**config.mk**
```make
export PLATFORM = sky130hd
export DESIGN_NAME = arb_rr4_dec
export DESIGN_NICKNAME = d
export VERILOG_FILES = /design/src/rtl/arb_rr4_dec.sv
export SDC_FILE = /design/constraint.sdc
export NUM_CORES = 1
export LEC_CHECK = 0
export BUFFER_PORTS_ARGS = -buffer_cell sky130_fd_sc_hd__buf_2
export CAP_MARGIN = 20
export CORE_MARGIN = 4
export CORE_UTILIZATION = 28
export CTS_CLUSTER_DIAMETER = 200
export DETAILED_ROUTE_END_ITERATION = 12
export PLACE_DENSITY_LB_ADDON = 0.1
export SETUP_SLACK_MARGIN = 0.15
export SYNTH_ARGS = -nofsm -noshare
export SYNTH_HDL_FRONTEND = slang
export SYNTH_SLANG_ARGS = --single-unit
```
**constraint.sdc**
```tcl
create_clock -name iClk -period 2.08 [get_ports iClk]
set_input_delay 0.104 -clock iClk [delete_from_list [all_inputs] [get_ports iClk]]
set_output_delay 0.104 -clock iClk [all_outputs]
set_load 0.005 [all_outputs]
```
**src/rtl/arb_rr4_dec.sv**
```systemverilog
// Four-way round-robin arbiter. The grant is presented as a 2-to-4 decoder
// control set (oC/oS0/oS1) together with the decoded one-cold grant vector.
module arb_rr4_dec #(
  parameter int MAX_HOLD = 8
) (
  input  logic       iClk,
  input  logic       iRst_n,
  input  logic [3:0] iReq,
  input  logic       iDone,
  output logic       oC,
  output logic       oS0,
  output logic       oS1,
  output logic [3:0] oGnt_n,
  output logic       oBusy,
  output logic       oTimeout
);

  localparam logic [0:0] IDLE  = 1'b0;
  localparam logic [0:0] GRANT = 1'b1;
  localparam logic [3:0] HOLD_LAST = 4'(MAX_HOLD - 1);

  logic [0:0] r_state;
  logic [1:0] r_last;
  logic [3:0] r_cnt;
  logic       r_c;
  logic       r_s0;
  logic       r_s1;
  logic [3:0] r_gnt_n;
  logic       r_busy;
  logic       r_timeout;

  logic       w_found;
  logic [1:0] w_win;
  logic [1:0] w_owner;
  logic       w_hitMax;
  logic       w_reqLost;
  logic       w_release;

  // Scan from farthest to nearest so the nearest set bit after LAST wins.
  always_comb begin
    w_found = 1'b0;
    w_win   = r_last;
    for (int k = 4; k >= 1; k--) begin
      if (iReq[r_last + 2'(k)]) begin
        w_found = 1'b1;
        w_win   = r_last + 2'(k);
      end
    end
  end

  assign w_owner   = {r_s0, r_s1};
  assign w_hitMax  = (r_cnt == HOLD_LAST);
  assign w_reqLost = ~iReq[w_owner];
  assign w_release = iDone | w_reqLost | w_hitMax;

  always_ff @(posedge iClk) begin
    if (!iRst_n) begin
      r_state   <= IDLE;
      r_last    <= 2'd3;
      r_cnt     <= 4'd0;
      r_c       <= 1'b1;
      r_s0      <= 1'b0;
      r_s1      <= 1'b0;
      r_gnt_n   <= 4'b1111;
      r_busy    <= 1'b0;
      r_timeout <= 1'b0;
    end else begin
      case (r_state)
        IDLE: begin
          r_timeout <= 1'b0;
          if (w_found) begin
            r_state <= GRANT;
            r_cnt   <= 4'd0;
            r_c     <= 1'b0;
            r_s0    <= w_win[1];
            r_s1    <= w_win[0];
            r_gnt_n <= ~(4'b0001 << w_win);
            r_busy  <= 1'b1;
          end
        end
        GRANT: begin
          if (w_release) begin
            r_state   <= IDLE;
            r_last    <= w_owner;
            r_cnt     <= 4'd0;
            r_c       <= 1'b1;
            r_gnt_n   <= 4'b1111;
            r_busy    <= 1'b0;
            // Only a pure hold-limit expiry counts as a timeout.
            r_timeout <= w_hitMax & ~iDone & ~w_reqLost;
          end else begin
            r_cnt     <= r_cnt + 4'd1;
            r_timeout <= 1'b0;
          end
        end
        default: r_state <= IDLE;
      endcase
    end
  end

  assign oC       = r_c;
  assign oS0      = r_s0;
  assign oS1      = r_s1;
  assign oGnt_n   = r_gnt_n;
  assign oBusy    = r_busy;
  assign oTimeout = r_timeout;

endmodule

```
==> results.sh, run 1 <==
export IMPL_clkTransAtPathRegs_ns=0.10
export IMPL_postSynthCellCount=94
export IMPL_drt_wl_total_mm=1.77
export IMPL_grt_usage=0.106
export IMPL_slew_headroom=0.762
export IMPL_worstPathMaxFanout=8
export IMPL_io_buffers=15
export IMPL_outcome="finished clean"
export IMPL_htree_levels=1
export IMPL_fmax_mhz=648
export IMPL_ys_seq_area_frac=0.382
export IMPL_setup_viol=0
export IMPL_clk_latency_ns=0.29
export IMPL_synth_top_area_cell="dfxtp_1"
export IMPL_area_growth_pct=16.9
export IMPL_ys_types=33
export IMPL_synth_top_area_frac=0.382
export IMPL_core_um2=2810
export IMPL_cts_tree="done"
export IMPL_synth_edff_count=0
export IMPL_grt_setup_unrepaired="false"
export IMPL_antenna_left=0
export IMPL_yosysMostFrequentCell="dfxtp_1"
export IMPL_grt_overflow=0
export IMPL_critical_path_max_stage_delay_ns=0.46
export IMPL_drc=0
export IMPL_place_hpwl_mm=1.35
export IMPL_worst_pin_slew_ns=0.357
export IMPL_drive_gt1_frac=0.225
export IMPL_cp_end_kind="register"
export IMPL_finalCritPeriodShare=0.742
export IMPL_rows=19
export IMPL_synth_avg_cell_area_um2=8.92
export IMPL_critical_path_class="reg2reg"
export IMPL_netlist_top_cells_area="dfxtp_1 38%, mux2i_1 6.0%, nor2b_1 5.2%"
export IMPL_firstDrtPassIters=4
export IMPL_cp_data_required_time_ns=2.25
export IMPL_crit_buf_inv=0
export IMPL_post_cts_resized=0
export IMPL_cp_slowest_cell="dfxtp_1"
export IMPL_ys_flop_type="dfxtp_1"
export IMPL_pre_cts_slack_ns=0.536
export IMPL_slew_viol_final=0
export IMPL_worst_slack_ns=0.538
export IMPL_clock_skew_ns=0.00278
export IMPL_async_flop_share=0
export IMPL_dieWidth_um=62.7
export IMPL_syn_num_nets=102
export IMPL_routedWlPerCell_um=12.5
export IMPL_hp_class="in2reg"
export IMPL_startpoint_type="register"
export IMPL_max_vdd_ir_drop_mv=0.302
export IMPL_ys_warn_count=0
export IMPL_die_y_um=62.7
export IMPL_cts_path_max_buffers=2
export IMPL_drt_iter0_markers=28
export IMPL_cts_sinks=16
export IMPL_hold_viol_final=0
export IMPL_tns_ns=0
export IMPL_antenna_found_initial=0
export IMPL_timing_final_crit_period_ns=1.54
export IMPL_cp_top_family="flip-flops"
export IMPL_initial_core_util=0.299
export IMPL_hp_start="iRst_n"
export IMPL_cts_made_buffers=3
export IMPL_r2r_start="oS0"
export IMPL_die_area_um2=3930
export IMPL_syn_area_um2=838
export IMPL_globalplace_congestion=0.765
export IMPL_synth_common_cells="16 x dfxtp_1, 9 x nand2_1, 7 x inv_1, 7 x nor2b_1"
export IMPL_grt_max_degree=18
export IMPL_vias_per_cell=4.94
export IMPL_power_density_nw_per_um2=717
export IMPL_grt_pass1_wl_mm=3.42
export IMPL_postCtsSetupBuffers=0
export IMPL_startpoint="oS0"
export IMPL_ios=16
export IMPL_max_cap_violations=0
export IMPL_p_leak_nw=0.445
export IMPL_vias=702
export IMPL_crit_chain="mux2i_1 > o22ai_2 > a31o_4 > nor3b_1 > a31oi_1"
export IMPL_nets=120
export IMPL_grt_pass1_vias=755
export IMPL_nFillCells=312
export IMPL_cts_root_buf="clkbuf_4"
export IMPL_arrival_ns=1.71
export IMPL_synth_seq_cells=16
export IMPL_cts_hold_buf=0
export IMPL_diodes=0
metrics by stage:
step / power (mW) / utilization / hold WS (ns) / cell area [µm²] / instances
2_1_floorplan: 0.453 / - / 0.231 / 838 / 94
3_3_place_gp: 0.501 / 0.336 / 0.428 / 943 / 138
3_5_place_dp: 0.501 / 0.336 / 0.425 / 943 / 138
4_1_cts: 0.716 / 0.349 / 0.112 / 980 / 142
5_1_grt: 0.758 / 0.349 / 0.147 / 980 / 142
6_report: 0.702 / 0.349 / 0.125 / 980 / 142
cell type report:
type                    count  area (µm²)  share of cell area
clock buffers               4        36.3              0.0370
inverters                   7        26.3              0.0268
multi-input cells          69         483               0.493
flip-flops and latches     16         320               0.327
well taps                  31        38.8              0.0396
repair buffers             15        75.1              0.0766
flip-flops by register name, indices dropped and copies added (netlist names):
name      count
oBusy         1
oC            1
oGnt_n        4
oS0           1
oS1           1
oTimeout      1
r_cnt         4
r_last        2
r_state       1
worst paths after layout:
| path | end | cells past startpoint | slack (ns) |
|---|---|---|---|
| worst min register to register | oGnt_n[3] | 2 | 0.46 |
| worst min-delay path | r_last[1] | 2 | 0.13 |
| worst max register to register | oGnt_n[3] | 5 | 0.54 |
| worst max-delay path | oGnt_n[3] | 5 | 0.54 |
cells in the final DEF (no fill, tap or decap), types with 2 or more instances in the layout:
cell	Yosys	final
a21boi_0	4	4
a21oi_1	2	2
a31oi_1	4	4
buf_2	0	15
clkbuf_4	0	3
dfxtp_1	16	16
inv_1	7	7
mux2i_1	5	5
nand2_1	9	9
nand2b_1	3	3
nand3_1	3	3
nor2_1	5	5
nor2b_1	7	7
nor3_1	3	3
nor3b_1	2	2
o21ai_0	5	5
logic make-up after synthesis:
logic type,synth area share
compound gates,0.242
fa+ha+maj,0.0149
buf+inv,0.0418
flops,0.382
mux,0.0597
simple gates,0.260
where the power goes:
group | internal [mW] | switching [mW] | total [mW]
clock | 0.107 | 0.103 | 0.210
sequential | 0.330 | 0.0251 | 0.355
combinational | 0.0654 | 0.0724 | 0.138
worst reg2reg max path: stages, from the launching register on:
cell     delay [ns]
dfxtp_1        0.46
mux2i_1        0.29
o22ai_2        0.12
a31o_4         0.28
nor3b_1        0.22
a31oi_1        0.06
routing by layer:
metal	vias to the layer above	wire length, µm	GRT usage	part of all wire
li1	366	-	-	-
met1	321	855	0.136	0.48
met2	13	809	0.165	0.46
met3	2	88	0.0378	0.050
met4	0	19	0.0331	0.011
met5	-	0	0	0
(Power assumes the default switching activity.)
==> run 2: changes to the inputs <==
clock period = 1.55 ns   (was 2.08 ns; I/O delays follow)
==> results.sh, run 2 (same netlist as run 1, synthesis figures left out) <==
export IMPL_antenna_left=0
export IMPL_wl_met1_um=949
export IMPL_critical_path_class="reg2reg"
export IMPL_cts_root_buf="clkbuf_4"
export IMPL_p_clk_frac=0.277
export IMPL_core_um2=2810
export IMPL_vias=759
export IMPL_clkTransAtPathRegs_ns=0.10
export IMPL_grt_setup_unrepaired="true"
export IMPL_cp_top_family="compound AO/OA/AOI/OAI gates"
export IMPL_cts_path_max_buffers=2
export IMPL_power_density_nw_per_um2=893
export IMPL_p_seq_frac=0.463
export IMPL_grt_max_degree=17
export IMPL_vias_per_cell=4.99
export IMPL_hp_class="in2reg"
export IMPL_firstDrtPassIters=4
export IMPL_place_hpwl_mm=1.43
export IMPL_worstPathMaxFanout=4
export IMPL_crit_chain="mux2i_4 > o22a_1 > o21ai_4 > mux2i_1 > nand2_1"
export IMPL_wl_met2_um=942
export IMPL_drive_gt1_frac=0.413
export IMPL_cts_sinks=16
export IMPL_dr_wl_met3_um=62
export IMPL_area_growth_pct=36.9
export IMPL_nets=130
export IMPL_drt_wl_total_mm=1.97
export IMPL_ios=16
export IMPL_max_vdd_ir_drop_mv=0.506
export IMPL_setup_viol=0
export IMPL_dieWidth_um=62.7
export IMPL_register_area_um2=332
export IMPL_top_layer="met4"
export IMPL_grt_pass1_wl_mm=3.48
export IMPL_timing_final_crit_period_ns=1.39
export IMPL_die_y_um=62.7
export IMPL_antenna_found_initial=0
export IMPL_cts_made_buffers=3
export IMPL_cts_tree="done"
export IMPL_utilization=0.409
export IMPL_clock_skew_ns=0.00606
export IMPL_htree_levels=1
export IMPL_routedWlPerCell_um=13.0
export IMPL_cp_end_kind="register"
export IMPL_cts_hold_buf=0
export IMPL_swShare=0.291
export IMPL_grt_usage=0.112
export IMPL_die_area_um2=3930
export IMPL_hp_start="iRst_n"
export IMPL_drc=0
export IMPL_slew_viol_final=0
export IMPL_clk_latency_ns=0.29
export IMPL_startpoint="oS0"
export IMPL_fmax_mhz=718
export IMPL_rows=19
export IMPL_grt_pass1_vias=734
export IMPL_arrival_ns=1.57
export IMPL_finalCritPeriodShare=0.898
export IMPL_globalplace_congestion=0.722
export IMPL_hold_viol_final=0
export IMPL_diodes=0
export IMPL_worst_pin_slew_ns=0.324
export IMPL_critical_path_max_stage_delay_ns=0.39
export IMPL_nFillCells=301
export IMPL_r2r_start="oS0"
export IMPL_drt_iter0_markers=23
export IMPL_outcome="finished clean"
export IMPL_grt_overflow=0
export IMPL_cp_slowest_cell="dfxtp_4"
export IMPL_layout_common_cells="15 x buf_2, 11 x dfxtp_1, 9 x nand2_1, 9 x buf_4, 7 x nor2b_1"
export IMPL_tns_ns=0
export IMPL_internal_power_uw=727
export IMPL_crit_buf_inv=0
export IMPL_multiInputGateArea_um2=561
export IMPL_final_common_cell="buf_2"
export IMPL_startpoint_type="register"
export IMPL_switching_power_uw=298
export IMPL_slew_headroom=0.784
export IMPL_cp_data_required_time_ns=1.73
export IMPL_io_buffers=15
export IMPL_p_leak_nw=0.502
export IMPL_pwr_share_comb=0.261
export IMPL_initial_core_util=0.299
export IMPL_max_cap_violations=0
run 2: cell count changes in the layout (fill, tap and decap cells not counted), sizes merged:
cell and change:
buf +10
run 2: final timing paths:
path | end | slack (ns) | depth (start not counted)
max | r_last[0] | 0.16 | 5
min | r_last[1] | 0.19 | 3
max reg2reg | r_last[0] | 0.16 | 5
min reg2reg | oGnt_n[3] | 0.46 | 2
run 2: metal layers:
metal / track usage / vias to the layer above
met2: 0.181 / 11
met3: 0.0432 / 2
met4: 0.0248 / 0
met5: 0 / -
li1: - / 386
met1: 0.140 / 360
run 2: timing repair:
action | in CTS | in global routing
gates resized for setup | 9 | 14
pin swaps | 3 | 9
buffers inserted | 3 | 2
endpoints found under the setup margin | 10 | 13
run 2: through the flow:
step / hold WS (ns) / instance area [µm²] / worst slack (ns) / cells / total power [mW]
2_1_floorplan: 0.205 / 838 / 0.153 / 94 / 0.608
3_3_place_gp: 0.445 / 981 / 0.0305 / 143 / 0.689
3_5_place_dp: 0.453 / 981 / 0.00594 / 143 / 0.690
4_1_cts: 0.173 / 1070 / 0.124 / 150 / 1.02
5_1_grt: 0.190 / 1150 / 0.0939 / 152 / 1.10
6_report: 0.194 / 1150 / 0.158 / 152 / 1.03
run 2: power by group through the flow:
stage          Sequential, mW  Combinational, mW  Clock, mW
3_3_place_gp            0.479              0.210          0
4_1_cts                 0.473              0.241      0.302
3_5_place_dp            0.480              0.210          0
6_report                0.474              0.267      0.284
2_1_floorplan           0.476              0.132          0
5_1_grt                 0.480              0.297      0.319
run 2: final cells by class:
class / count / area share
tap: 31 / 0.0338
clock buffer: 4 / 0.0316
multi-input combinational: 69 / 0.489
timing repair buffer: 25 / 0.134
inverter: 7 / 0.0229
sequential: 16 / 0.289
run 2: tightest hold or removal path, stage by stage:
cell     delay (ns)
buf_2          0.11
buf_4          0.19
nand2_1        0.08
